## config.mk

```make
export PLATFORM = sky130hd
export DESIGN_NAME = rv2t_mem_arbiter
export DESIGN_NICKNAME = d
export VERILOG_FILES = /design/src/rtl/rv2t_mem_arbiter.sv
export SDC_FILE = /design/constraint.sdc
export NUM_CORES = 1
export LEC_CHECK = 0
export CAP_MARGIN = 25
export CORE_UTILIZATION = 53
export CTS_CLUSTER_DIAMETER = 60
export CTS_CLUSTER_SIZE = 10
export DETAILED_ROUTE_END_ITERATION = 10
export PLACE_DENSITY = 0.87
export SLEW_MARGIN = 40
export SYNTH_ARGS = -nofsm -noshare
export SYNTH_HDL_FRONTEND = slang
export SYNTH_SLANG_ARGS = --single-unit
export TNS_END_PERCENT = 1
```

## constraint.sdc

```tcl
create_clock -name clk -period 21.4 [get_ports clk]
set_clock_uncertainty 0.1 [all_clocks]
set_input_delay 5.35 -clock clk [delete_from_list [all_inputs] [get_ports clk]]
set_output_delay 5.35 -clock clk [all_outputs]
set_load 0.02 [all_outputs]
```

## src/rtl/rv2t_mem_arbiter.sv

```systemverilog
// rv2t_mem_arbiter: shares the single memory controller port between the
// instruction fetch unit and the load/store unit, one transaction at a time,
// with round-robin tie-break and a watchdog on mem_done.
module rv2t_mem_arbiter #(
  parameter int unsigned PC_BITWIDTH = 24,
  parameter int unsigned XLEN        = 32,
  parameter int unsigned TIMEOUT     = 255
) (
  input  logic                   clk,
  input  logic                   reset,
  input  logic                   sync_reset,
  input  logic                   fetch_read_enable,
  input  logic [PC_BITWIDTH-1:0] fetch_read_addr,
  output logic                   fetch_read_done,
  output logic [XLEN-1:0]        fetch_data,
  input  logic                   data_read_enable,
  input  logic                   data_write_enable,
  input  logic [PC_BITWIDTH-1:0] data_addr,
  input  logic [XLEN-1:0]        data_write_data,
  input  logic [3:0]             data_byte_enable,
  output logic                   data_done,
  output logic [XLEN-1:0]        data_read_data,
  output logic                   mem_read_enable,
  output logic                   mem_write_enable,
  output logic [PC_BITWIDTH-1:0] mem_addr,
  output logic [XLEN-1:0]        mem_write_data,
  output logic [3:0]             mem_byte_enable,
  input  logic                   mem_done,
  input  logic [XLEN-1:0]        mem_read_data,
  output logic                   timeout_error,
  output logic                   overflow_error
);

  localparam int unsigned CNT_W = $clog2(TIMEOUT + 1);
  // Last counter value before the watchdog fires; the abort is visible
  // TIMEOUT cycles after the command cycle.
  localparam logic [CNT_W-1:0] CNT_LAST = CNT_W'(TIMEOUT - 1);

  typedef enum logic [2:0] {
    S_IDLE  = 3'b001,
    S_FETCH = 3'b010,
    S_DATA  = 3'b100
  } state_e;

  typedef struct packed {
    logic [PC_BITWIDTH-1:0] addr;
    logic [XLEN-1:0]        wdata;
    logic [3:0]             be;
    logic                   write;
  } data_req_t;

  state_e                 state_q, state_d;
  logic                   last_data_q, last_data_d;
  logic                   fetch_pend_q, fetch_pend_d;
  logic                   data_pend_q, data_pend_d;
  logic [PC_BITWIDTH-1:0] fetch_addr_q, fetch_addr_d;
  data_req_t              data_req_q, data_req_d;
  logic [CNT_W-1:0]       cnt_q, cnt_d;
  logic                   overflow_q, overflow_d;
  logic                   fetch_done_q, fetch_done_d;
  logic [XLEN-1:0]        fetch_rdata_q, fetch_rdata_d;
  logic                   data_done_q, data_done_d;
  logic [XLEN-1:0]        data_rdata_q, data_rdata_d;
  logic                   mem_re_q, mem_re_d;
  logic                   mem_we_q, mem_we_d;
  logic [PC_BITWIDTH-1:0] mem_addr_q, mem_addr_d;
  logic [XLEN-1:0]        mem_wdata_q, mem_wdata_d;
  logic [3:0]             mem_be_q, mem_be_d;
  logic                   timeout_q, timeout_d;

  logic                   data_pulse, fetch_accept, data_accept;
  logic                   fetch_eff, data_eff;
  logic [PC_BITWIDTH-1:0] fetch_sel_addr;
  data_req_t              data_in, data_sel;

  // Request capture, arbitration, command issue and completion routing
  always_comb begin
    state_d       = state_q;
    last_data_d   = last_data_q;
    fetch_pend_d  = fetch_pend_q;
    data_pend_d   = data_pend_q;
    fetch_addr_d  = fetch_addr_q;
    data_req_d    = data_req_q;
    cnt_d         = '0;
    fetch_done_d  = 1'b0;
    fetch_rdata_d = '0;
    data_done_d   = 1'b0;
    data_rdata_d  = '0;
    mem_re_d      = 1'b0;
    mem_we_d      = 1'b0;
    mem_addr_d    = '0;
    mem_wdata_d   = '0;
    mem_be_d      = '0;
    timeout_d     = 1'b0;

    data_pulse       = data_read_enable | data_write_enable;
    data_in.addr     = data_addr;
    data_in.wdata    = data_write_data;
    data_in.be       = data_byte_enable;
    data_in.write    = data_write_enable;

    // A pulse is taken only if its side is neither pending nor in service
    fetch_accept = fetch_read_enable && !fetch_pend_q && (state_q != S_FETCH);
    data_accept  = data_pulse && !data_pend_q && (state_q != S_DATA);
    overflow_d   = overflow_q | (fetch_read_enable & ~fetch_accept)
                              | (data_pulse & ~data_accept);

    if (fetch_accept) begin
      fetch_pend_d = 1'b1;
      fetch_addr_d = fetch_read_addr;
    end
    if (data_accept) begin
      data_pend_d = 1'b1;
      data_req_d  = data_in;
    end

    // Pending fields win over a same-cycle (overflowing) pulse
    fetch_eff      = fetch_read_enable | fetch_pend_q;
    data_eff       = data_pulse | data_pend_q;
    fetch_sel_addr = fetch_pend_q ? fetch_addr_q : fetch_read_addr;
    data_sel       = data_pend_q ? data_req_q : data_in;

    case (state_q)
      S_IDLE: begin
        if (fetch_eff && (!data_eff || last_data_q)) begin
          state_d      = S_FETCH;
          last_data_d  = 1'b0;
          fetch_pend_d = 1'b0;
          mem_re_d     = 1'b1;
          mem_addr_d   = fetch_sel_addr;
        end else if (data_eff) begin
          state_d     = S_DATA;
          last_data_d = 1'b1;
          data_pend_d = 1'b0;
          mem_addr_d  = data_sel.addr;
          if (data_sel.write) begin
            mem_we_d    = 1'b1;
            mem_wdata_d = data_sel.wdata;
            mem_be_d    = data_sel.be;
          end else begin
            mem_re_d = 1'b1;
          end
        end
      end
      S_FETCH: begin
        if (mem_done) begin
          state_d       = S_IDLE;
          fetch_done_d  = 1'b1;
          fetch_rdata_d = mem_read_data;
        end else if (cnt_q == CNT_LAST) begin
          state_d      = S_IDLE;
          fetch_done_d = 1'b1;
          timeout_d    = 1'b1;
        end else begin
          cnt_d = cnt_q + CNT_W'(1);
        end
      end
      S_DATA: begin
        if (mem_done) begin
          state_d      = S_IDLE;
          data_done_d  = 1'b1;
          data_rdata_d = data_req_q.write ? '0 : mem_read_data;
        end else if (cnt_q == CNT_LAST) begin
          state_d     = S_IDLE;
          data_done_d = 1'b1;
          timeout_d   = 1'b1;
        end else begin
          cnt_d = cnt_q + CNT_W'(1);
        end
      end
      default: state_d = S_IDLE;
    endcase

    if (sync_reset) begin
      state_d       = S_IDLE;
      last_data_d   = 1'b1;
      fetch_pend_d  = 1'b0;
      data_pend_d   = 1'b0;
      fetch_addr_d  = '0;
      data_req_d    = '0;
      cnt_d         = '0;
      overflow_d    = 1'b0;
      fetch_done_d  = 1'b0;
      fetch_rdata_d = '0;
      data_done_d   = 1'b0;
      data_rdata_d  = '0;
      mem_re_d      = 1'b0;
      mem_we_d      = 1'b0;
      mem_addr_d    = '0;
      mem_wdata_d   = '0;
      mem_be_d      = '0;
      timeout_d     = 1'b0;
    end
  end

  // State and output registers
  always_ff @(posedge clk or posedge reset) begin
    if (reset) begin
      state_q       <= S_IDLE;
      last_data_q   <= 1'b1;
      fetch_pend_q  <= 1'b0;
      data_pend_q   <= 1'b0;
      fetch_addr_q  <= '0;
      data_req_q    <= '0;
      cnt_q         <= '0;
      overflow_q    <= 1'b0;
      fetch_done_q  <= 1'b0;
      fetch_rdata_q <= '0;
      data_done_q   <= 1'b0;
      data_rdata_q  <= '0;
      mem_re_q      <= 1'b0;
      mem_we_q      <= 1'b0;
      mem_addr_q    <= '0;
      mem_wdata_q   <= '0;
      mem_be_q      <= '0;
      timeout_q     <= 1'b0;
    end else begin
      state_q       <= state_d;
      last_data_q   <= last_data_d;
      fetch_pend_q  <= fetch_pend_d;
      data_pend_q   <= data_pend_d;
      fetch_addr_q  <= fetch_addr_d;
      data_req_q    <= data_req_d;
      cnt_q         <= cnt_d;
      overflow_q    <= overflow_d;
      fetch_done_q  <= fetch_done_d;
      fetch_rdata_q <= fetch_rdata_d;
      data_done_q   <= data_done_d;
      data_rdata_q  <= data_rdata_d;
      mem_re_q      <= mem_re_d;
      mem_we_q      <= mem_we_d;
      mem_addr_q    <= mem_addr_d;
      mem_wdata_q   <= mem_wdata_d;
      mem_be_q      <= mem_be_d;
      timeout_q     <= timeout_d;
    end
  end

  assign fetch_read_done  = fetch_done_q;
  assign fetch_data       = fetch_rdata_q;
  assign data_done        = data_done_q;
  assign data_read_data   = data_rdata_q;
  assign mem_read_enable  = mem_re_q;
  assign mem_write_enable = mem_we_q;
  assign mem_addr         = mem_addr_q;
  assign mem_write_data   = mem_wdata_q;
  assign mem_byte_enable  = mem_be_q;
  assign timeout_error    = timeout_q;
  assign overflow_error   = overflow_q;

endmodule

```

# After elaboration in Yosys (flattened, before gate mapping)
# Index checks and enable logic that the tools add are counted.
# op_classes
n_addsub	1
n_eq_ne	8
muxes	70
bitwise	9
reduce_logical	16
# ops
op	count
$mux 32	12
$mux 61	3
$mux 24	7
$mux 1	33
$mux 8	4
$mux 4	5
$mux 3	5
$add 8x1->8 const B	1
$eq 8x8->1 const B	1
$pmux 3 s2	1
$reduce_bool 2->1	3
$logic_and 1x1->1	5
$or 1x1->1	5
$ne 4x1->1 const B	1
$ne 4x4->1 const B	1
$reduce_and 2->1	2
$eq 3x1->1 const B	1
$eq 3x2->1 const B	1
$eq 3x3->1 const B	1
$logic_not 1->1	3
$ne 3x2->1 const B	1
$ne 3x3->1 const B	1
$reduce_bool 3->1	1
$and 1x1->1	2
3 further kinds	4
# word_totals
register_bits	229
inputBits	123
out_inout_bits	130
wordCells	125

# Longest topological paths before layout
# Gate-level depths: netlist (run 1).
# logic_depth
ltp_word	8
mapped_depth	6
depth_no_buf	5

# Worst setup path after synthesis (run 1)
# Ideal clock, no wire load.
# synth_path
path_kind	input -> register
start	input port sync_reset
end	register mem_wdata_q[10] (netlist: mem_write_data[10])
setup_ns	0.086
arrival_time_ns	6.602
t_required_ns	21.214
slack_ns	14.612
path_stages	6
n_path_buf	3
path_cell_list	buf_2 > or4b_1 > a21o_1 > buf_2 > buf_6 > nor3_1
# synth_via
elab_chain_len	1
# synth_rtl
item	line_no	source
start, declared	11	input logic sync_reset,
$mux 32	174	if (sync_reset) begin
via mem_wdata_d[10]	67	logic [XLEN-1:0] mem_wdata_q, mem_wdata_d;
end signal, assigned	233	mem_wdata_q <= mem_wdata_d;
end, declared	67	
# The timed path passes the listed nets, and every way through them passes these cells.
# A chain may end at the register's enable or synchronous reset.

# Worst setup path in the final report (run 1)
# layout_path
start	input port data_write_enable
end	register mem_wdata_q[13] (netlist: mem_write_data[13])
# layout_via
elab_chain_len	8
word_cells_on_any_way	11
cone_classes	mux (6); bitwise (2); reduce/logical (3)
# layout_rtl
item	line_no	source
start, declared	17	input logic data_write_enable,
$or 1x1->1	96	data_pulse = data_read_enable | data_write_enable;
$or 1x1->1	119	data_eff = data_pulse | data_pend_q;
$logic_not 1->1	125	if (fetch_eff && (!data_eff || last_data_q)) begin
$logic_or 1x1->1	125	
$logic_and 1x1->1	125	
$mux 32 *	125	
$mux 32 *	123	case (state_q)
$mux 32 *	174	
via mem_wdata_d[13]	67	
# The timed path passes the listed nets; every way through them passes the cells marked *.

==> tab_implementation.tex, run 1 <==
\begin{tabular}{lr}
\hline
Metric & Value \\
\hline
\multicolumn{2}{l}{\textbf{Run status}} \\
Outcome & completed \\
\multicolumn{2}{l}{\textbf{Setup path}} \\
Worst Path Class, Setup & input port to register \\
Critical Path RT & 21.68 ns \\
Type of element launching the critical path & input port \\
Type of destination of the critical path & register \\
Largest fanout on the critical path & 29 \\
Endpoint arrival time on the critical path & 7.68 ns \\
\multicolumn{2}{l}{\textbf{Synthesis}} \\
Share of flip-flops with an asynchronous set or reset after synthesis & 100\% \\
Most frequent cell after synthesis & sky130\_fd\_sc\_hd\_\_dfrtp\_1 \\
Post-synth EDFFs & 0 \\
Most used flip-flop cell after synthesis & sky130\_fd\_sc\_hd\_\_dfrtp\_1 \\
Netlist area before placement & between 10,000 and 15,000 um\^{}2 \\
Sequential element share of the synthesized area & about 57\% \\
Synth top area share & between 50\% and 60\% \\
Post-synth cell types & 41 \\
Cell taking the most area after synthesis & sky130\_fd\_sc\_hd\_\_dfrtp\_1 \\
Most frequent cells after synthesis & sky130\_fd\_sc\_hd\_\_dfrtp\_1 (227), sky130\_fd\_sc\_hd\_\_a21oi\_1 (69), sky130\_fd\_sc\_hd\_\_o21ai\_0 (67) \\
Top cells by area, synth & sky130\_fd\_sc\_hd\_\_dfrtp\_1 (57\%), sky130\_fd\_sc\_hd\_\_mux2i\_1 (6.0\%), sky130\_fd\_sc\_hd\_\_a211oi\_1 (3.8\%) \\
Flip-flop and latch count after synthesis & roughly 230 \\
Average cell area after synthesis & 10.6 um\^{}2 \\
Count of mapped cells out of synthesis & 944 \\
Nets in the synthesized netlist & $\sim$1,100 \\
Count of yosys warnings during synthesis & 0 \\
\multicolumn{2}{l}{\textbf{STA}} \\
Worst setup margin & 14.00 ns \\
Post-layout minimum cycle time & 7.40 ns \\
Final count of pins violating max slew & 0 \\
Fmax & $\sim$0.14 GHz \\
Transition time at the pin with the least slew margin & just over 0.8 ns \\
Worst max-slew margin expressed relative to the limit & 44.7\% \\
Part of the cycle the worst path needs & 34.6\% \\
Final hold vios & 0 \\
Total Neg Setup Slack & 0 ns \\
Final setup violation count & 0 \\
Setup repair after global routing missed its margin & no \\
\multicolumn{2}{l}{\textbf{Global routing}} \\
Number of antenna violations at the first check in global routing & 0 \\
Total congestion overflow after global routing & 0 \\
Total track usage & $\sim$28\% \\
Wire length of the first global-routing pass & approximately 43,000 um \\
Largest net degree at the start of global routing & 165 \\
Number of global-route vias before repair & 7,977 \\
\multicolumn{2}{l}{\textbf{Routing}} \\
Total via count after detailed routing & approximately 8,000 \\
Routed WL per cell & just under 20 um \\
DRC violations left & 0 \\
Wire length on met3 & 1920 um \\
Drt first-iter violations & roughly 580 \\
Wire length on met1 & 10,700 um \\
Highest metal layer used by the detailed router & met4 \\
Detailed-route wire length & 27,000 um \\
Number of vias per cell & 5.84 \\
Residual antenna-violating net count after detailed routing & 0 \\
Routed met2 length & approximately 14,000 um \\
Number of iterations in the first detailed-routing pass & 7 \\
\multicolumn{2}{l}{\textbf{Power and ir drop}} \\
Internal Power & 0.818 mW \\
Switching share of power & 29.8\% \\
IR Drop Worst-Case VDD & 0.0528 mV \\
Post-layout total power & 1.16 mW \\
Leakage power & 5.64 nW \\
Part of the power in combinational logic & 24.4\% \\
Proportion of power drawn by flip-flops and latches & between 40\% and 50\% \\
Power density over the cells & slightly below 90 nW/um\^{}2 \\
Part of the total power dissipated in the clock network & 33.2\% \\
Net switching power & 0.347 mW \\
\multicolumn{2}{l}{\textbf{Cells and area}} \\
Final net count & 1,273 \\
Final Cell Area & 13,300 um\^{}2 \\
Area growth syn-to-layout & 33.2\% \\
Number of diodes & 0 \\
Fraction of the core area covered by cells at the end of the flow & 73.2\% \\
Proportion of layout cells with a drive suffix above 1 & a little under a tenth \\
\multicolumn{2}{l}{\textbf{Floorplanning}} \\
X dimension of the die & 139 um \\
Initial Utilization & 55.0\% \\
Die Y-Extent & 139 um \\
Floorplan Core Area & 18,200 um\^{}2 \\
Die footprint & 19,400 um\^{}2 \\
Std-Cell Rows & 49 \\
I/O pin total & 253 \\
\multicolumn{2}{l}{\textbf{Place}} \\
Post-Place Cell Area & about 13,000 um\^{}2 \\
GP Congestion & 0.838 \\
Detailed placer's ending HPWL & 17,300 um \\
PortBufs & 252 \\
Worst slack at placement & 13.50 ns \\
\multicolumn{2}{l}{\textbf{Clocking}} \\
Number of gates resized after CTS & 0 \\
Maximum level of the CTS H-tree & 1 \\
Clock tree from TritonCTS & yes \\
TritonCTS buffer count & 26 \\
Number of setup buffers added after CTS & 0 \\
Clock root buffer master & sky130\_fd\_sc\_hd\_\_clkbuf\_16 \\
Max clock buf depth & 3 \\
Clock-pin slew on the worst setup and hold paths & 0.05 ns \\
Clock sink count & 229 \\
Number of hold-repair buffers added at the cts stage & 0 \\
Source-to-sink clock delay at the later pin of the worst-skew pair & 0.51 ns \\
\multicolumn{2}{l}{\textbf{Run}} \\
\# Max-Cap Violations & 0 \\
\multicolumn{2}{l}{\textbf{Worst hold path}} \\
Hold WC Path Type & register to register \\
\hline
\end{tabular}
[path summary, 6_finish.rpt]
path / startpoint / end / slack [ns] / cells past startpoint
max: data_write_enable / mem_write_data[13]$_DFF_PP0_ / 14.00 / 5
min: fetch_addr_q[7]$_DFFE_PP0P_ / fetch_addr_q[7]$_DFFE_PP0P_ / 0.44 / 2
max reg2reg: state_q[1]$_DFFE_PP0P_ / data_read_data[10]$_DFF_PP0_ / 18.70 / 5
min reg2reg: fetch_addr_q[7]$_DFFE_PP0P_ / fetch_addr_q[7]$_DFFE_PP0P_ / 0.44 / 2
max in group asynchronous: reset / data_pend_q$_DFF_PP0_ / 14.74 / 3
min in group asynchronous: reset / data_read_data[26]$_DFF_PP0_ / 5.34 / 2
[flip-flops by register name, summed over array words and instances (netlist names), 3 cells and up]
| signal | flops |
|---|---|
| data_req_q | 61 |
| data_read_data | 32 |
| fetch_data | 32 |
| mem_write_data | 32 |
| fetch_addr_q | 24 |
| mem_addr | 24 |
| cnt_q | 8 |
| mem_byte_enable | 4 |
| state_q | 3 |
[routing by layer]
layer  vias to the layer above  global-route usage, %
li1                       3698                      -
met1                      3990                   35.6
met2                       351                   48.8
met3                        66                   4.37
met4                         0                   8.89
met5                         -                      0
[power groups by stage]
| stage | sequential, mW | combinational, mW | clock, mW |
|---|---|---|---|
| global route | 0.496 | 0.306 | 0.413 |
| CTS | 0.493 | 0.283 | 0.393 |
| finish | 0.494 | 0.284 | 0.387 |
| global placement | 0.499 | 0.274 | 0 |
| floorplan | 0.514 | 0.161 | 0 |
| detailed placement | 0.500 | 0.282 | 0 |
[critical path: stages]
cell	delay, ns
sky130_fd_sc_hd__clkdlybuf4s50_1	0.54
sky130_fd_sc_hd__or3_2	0.78
sky130_fd_sc_hd__a21oi_4	0.63
sky130_fd_sc_hd__buf_8	0.27
sky130_fd_sc_hd__nor3_1	0.08
[cell families after synthesis]
family	after synthesis	synth area share, %
AOI/OAI and AO/OA	223	13.4
buffers and inverters	101	4.40
DFF	229	57.3
muxes	84	8.70
xor gates and xnor gates	4	0.350
and+or+nand+nor	301	15.6
adders and majority gates	2	0.250
[cell usage in the layout, fill, tap and decap left out, drive strengths merged, types with 3 or more instances in the layout]
master         instances
nor3b                  5
nor2b                 26
clkbuf                38
clkdlybuf4s50        251
dfrtp                227
a21oi                 69
a22oi                 24
nand3                 64
or4                    3
inv                    8
buf                   18
mux2                  24
o21ai                 67
nor3                  43
or3                    3
nor2                  67
nand2b                50
nand2                 35
a211oi                50
mux2i                 60
[per-stage QoR]
step	instances	hold WS, ns
final	1387	0.437
after global routing	1387	0.443
after CTS	1387	0.440
after detailed placement	1349	0.431
after global placement	1348	0.421
after floorplan	944	0.404
[area by class of cell]
cell class                 count  area [um^2]
clock buffer                  38          717
fill                        1256         4880
multi-input combinational    614         3880
inverter                       8         46.3
sequential                   229         5740
timing repair buffer         269         2660
tap                          229          287
(Power assumes the default switching activity.)
==> run 2, diff against run 1 <==
CORE_UTILIZATION = 49   (was 53)
PLACE_DENSITY = 0.82   (was 0.87)
clock period = 7.7 ns   (was 21.4 ns; I/O delays follow)
==> run 2 against run 1 <==
Net effect: register-to-register slack got worse by 14 ns; worst setup slack got worse by 10 ns; largest cell class unchanged; critical path depth decreased by 1; highest routed layer unchanged; first-iteration DRC count decreased by 5.7%; global-route usage decreased by 2.4 points; via count about the same; sequential share of layout area decreased by 0.46 points.
==> tab_implementation.tex, run 2 (synthesis results as in run 1) <==
\begin{tabular}{lr}
\hline
Metric & Value \\
\hline
\multicolumn{2}{l}{\textbf{Run status}} \\
Outcome & completed \\
\multicolumn{2}{l}{\textbf{Routing}} \\
Number of vias per cell & 5.64 (-3.5\%) \\
Wire length on met1 & 10,800 um (+1.1\%) \\
DRC violations left & 0 (unchanged) \\
Routed met2 length & 13,500 um (-1.2\%) \\
Routed WL per cell & 18.7 um (-4.2\%) \\
Number of iterations in the first detailed-routing pass & 4 (-3) \\
Detailed-route wire length & 26,800 um (-0.79\%) \\
Wire length on met3 & 1760 um (-8.0\%) \\
Residual antenna-violating net count after detailed routing & 0 (unchanged) \\
Highest metal layer used by the detailed router & met4 \\
Total via count after detailed routing & 8,101 (-0.049\%) \\
Drt first-iter violations & 542 (-5.7\%) \\
\multicolumn{2}{l}{\textbf{Clocking}} \\
TritonCTS buffer count & 26 (unchanged) \\
Number of gates resized after CTS & 0 (unchanged) \\
Source-to-sink clock delay at the later pin of the worst-skew pair & 0.52 ns (about the same) \\
Maximum level of the CTS H-tree & 1 (unchanged) \\
Clock tree from TritonCTS & yes \\
Number of setup buffers added after CTS & 0 (unchanged) \\
Max clock buf depth & 3 (unchanged) \\
Clock-pin slew on the worst setup and hold paths & 0.06 ns (about the same) \\
Number of hold-repair buffers added at the cts stage & 0 (unchanged) \\
Clock sink count & 229 (unchanged) \\
Clock root buffer master & sky130\_fd\_sc\_hd\_\_clkbuf\_16 \\
\multicolumn{2}{l}{\textbf{Global routing}} \\
Total congestion overflow after global routing & 0 (unchanged) \\
Number of antenna violations at the first check in global routing & 1 (+1) \\
Largest net degree at the start of global routing & 103 (-38\%) \\
Number of global-route vias before repair & 8,082 (+1.3\%) \\
Wire length of the first global-routing pass & 43,300 um (+0.32\%) \\
Total track usage & 25.5\% (-2.4 points) \\
\multicolumn{2}{l}{\textbf{Power and ir drop}} \\
IR Drop Worst-Case VDD & 0.159 mV (+200\%) \\
Net switching power & 0.978 mW (+180\%) \\
Power density over the cells & 243 nW/um\^{}2 (+180\%) \\
Proportion of power drawn by flip-flops and latches & 41.9\% (-0.5 points) \\
Part of the total power dissipated in the clock network & 33.9\% (+0.7 points) \\
Internal Power & 2.30 mW (+180\%) \\
Leakage power & 5.67 nW (+0.61\%) \\
Part of the power in combinational logic & 24.1\% (-0.3 points) \\
Switching share of power & 29.8\% (+0.052 points) \\
\multicolumn{2}{l}{\textbf{Setup path}} \\
Worst path max stage delay & 0.81 ns (+0.03 ns) \\
Largest fanout on the critical path & 29 (unchanged) \\
Endpoint arrival time on the critical path & 4.12 ns (-3.56 ns) \\
Crit-path slowest cell & sky130\_fd\_sc\_hd\_\_or3\_2 \\
Critical Path RT & 8.01 ns (-13.67 ns) \\
Worst Path Class, Setup & input port to register \\
Type of destination of the critical path & register \\
Series of cell instances along the critical path & clkdlybuf4s50\_1 -> or3\_2 -> a21o\_2 -> a211oi\_1 \\
Type of element launching the critical path & input port \\
\multicolumn{2}{l}{\textbf{Cells and area}} \\
Proportion of layout cells with a drive suffix above 1 & 9.48\% (+0.15 points) \\
Filler Cell Count & 1,416 (+13\%) \\
Area growth syn-to-layout & 34.6\% \\
Final net count & 1,276 (+0.24\%) \\
Post-layout instance count excluding filler cells & 1,437 (+3.6\%) \\
Max FFs per register & 61 (unchanged) \\
Most common cell after layout, fill and taps aside & sky130\_fd\_sc\_hd\_\_clkdlybuf4s50\_1 \\
Fraction of the core area covered by cells at the end of the flow & 68.3\% (-4.9 points) \\
Highest-count cells in the layout ignoring fill and taps & sky130\_fd\_sc\_hd\_\_clkdlybuf4s50\_1 (251), sky130\_fd\_sc\_hd\_\_dfrtp\_1 (226), sky130\_fd\_sc\_hd\_\_a21oi\_1 (68), sky130\_fd\_sc\_hd\_\_o21ai\_0 (67), sky130\_fd\_sc\_hd\_\_nand3\_1 (64) \\
Most flop-heavy register & data\_req\_q \\
\multicolumn{2}{l}{\textbf{STA}} \\
Final hold vios & 0 (unchanged) \\
Worst max-slew margin expressed relative to the limit & 51.9\% (+7.2 points) \\
Part of the cycle the worst path needs & between 40\% and 50\% \\
Transition time at the pin with the least slew margin & 0.721 ns (-0.107 ns) \\
Total Neg Setup Slack & 0 ns (unchanged) \\
Final setup violation count & 0 (unchanged) \\
Post-layout minimum cycle time & 3.81 ns \\
Fmax & 0.262 GHz \\
Setup repair after global routing missed its margin & no \\
Worst slack on hold paths & 0.439 ns (+0.00241 ns) \\
Final count of pins violating max slew & 0 (unchanged) \\
\multicolumn{2}{l}{\textbf{Floorplanning}} \\
Std-Cell Rows & 51 (+4.1\%) \\
Die footprint & 21,000 um\^{}2 (+8.0\%) \\
X dimension of the die & 145 um (+3.9\%) \\
I/O pin total & 253 (unchanged) \\
Initial Utilization & 50.8\% (-4.2 points) \\
Floorplan Core Area & 19,700 um\^{}2 (+8.3\%) \\
Die Y-Extent & 145 um (+3.9\%) \\
\multicolumn{2}{l}{\textbf{Run}} \\
\# Max-Cap Violations & 0 (unchanged) \\
\multicolumn{2}{l}{\textbf{Place}} \\
GP Congestion & 0.797 (-4.9\%) \\
Number of cells in the design after placement & 1,386 (+2.7\%) \\
Detailed placer's ending HPWL & 16,700 um (-3.3\%) \\
PortBufs & 252 (unchanged) \\
\multicolumn{2}{l}{\textbf{Worst hold path}} \\
Hold WC Path Type & register to register \\
\hline
\end{tabular}
-- run 2: area by class of cell --
class / count / area, um^2 / area share, %
sequential: 229 / 5740 / 42.6
multi-input combinational: 614 / 3880 / 28.8
timing repair buffer: 272 / 2730 / 20.3
clock buffer: 48 / 754 / 5.60
tap: 265 / 332 / 2.46
inverter: 8 / 33.8 / 0.251
antenna: 1 / 2.50 / 0.0186
-- run 2: power groups by stage --
stage	registers [mW]	clock network, mW	logic (mW)
after floorplan	1.43	0	0.448
after global placement	1.39	0	0.756
after detailed placement	1.39	0	0.785
after CTS	1.37	1.14	0.790
after global routing	1.39	1.19	0.852
final	1.38	1.11	0.791
-- run 2: worst max-delay path: cells and delay by family --
kind / cells / cell delay (ns)
AO/OA/AOI/OAI: 2 / 0.84
buffers and inverters: 1 / 0.54
AND/OR/NAND/NOR: 1 / 0.81
-- run 2: metrics by stage --
stage	power [mW]	instance area, um^2	setup slack, ns
finish	3.28	13500	3.89
global route	3.42	13500	3.82
CTS	3.30	13400	3.76
detailed placement	2.18	12700	3.24
global placement	2.15	12600	2.96
floorplan	1.88	10000	2.68
-- run 2: path summary, 6_finish.rpt --
check                                            startpoint                           end  slack [ns]  depth (start not counted)
min in group asynchronous                             reset  data_read_data[26]$_DFF_PP0_        1.63                          2
worst min-delay path            fetch_addr_q[8]$_DFFE_PP0P_   fetch_addr_q[8]$_DFFE_PP0P_        0.44                          2
worst min register to register  fetch_addr_q[8]$_DFFE_PP0P_   fetch_addr_q[8]$_DFFE_PP0P_        0.44                          2
worst max register to register       state_q[1]$_DFFE_PP0P_  mem_write_data[25]$_DFF_PP0_        5.19                          4
max in group asynchronous                             reset         data_pend_q$_DFF_PP0_        4.86                          3
worst max-delay path                      data_write_enable        mem_addr[18]$_DFF_PP0_        3.89                          4
-- run 2: layer usage --
metal / global-route usage [%] / vias up
li1: - / 3710
met1: 33.4 / 4021
met2: 43.4 / 316
met3: 4.06 / 54
met4: 8.30 / 0
met5: 0 / -
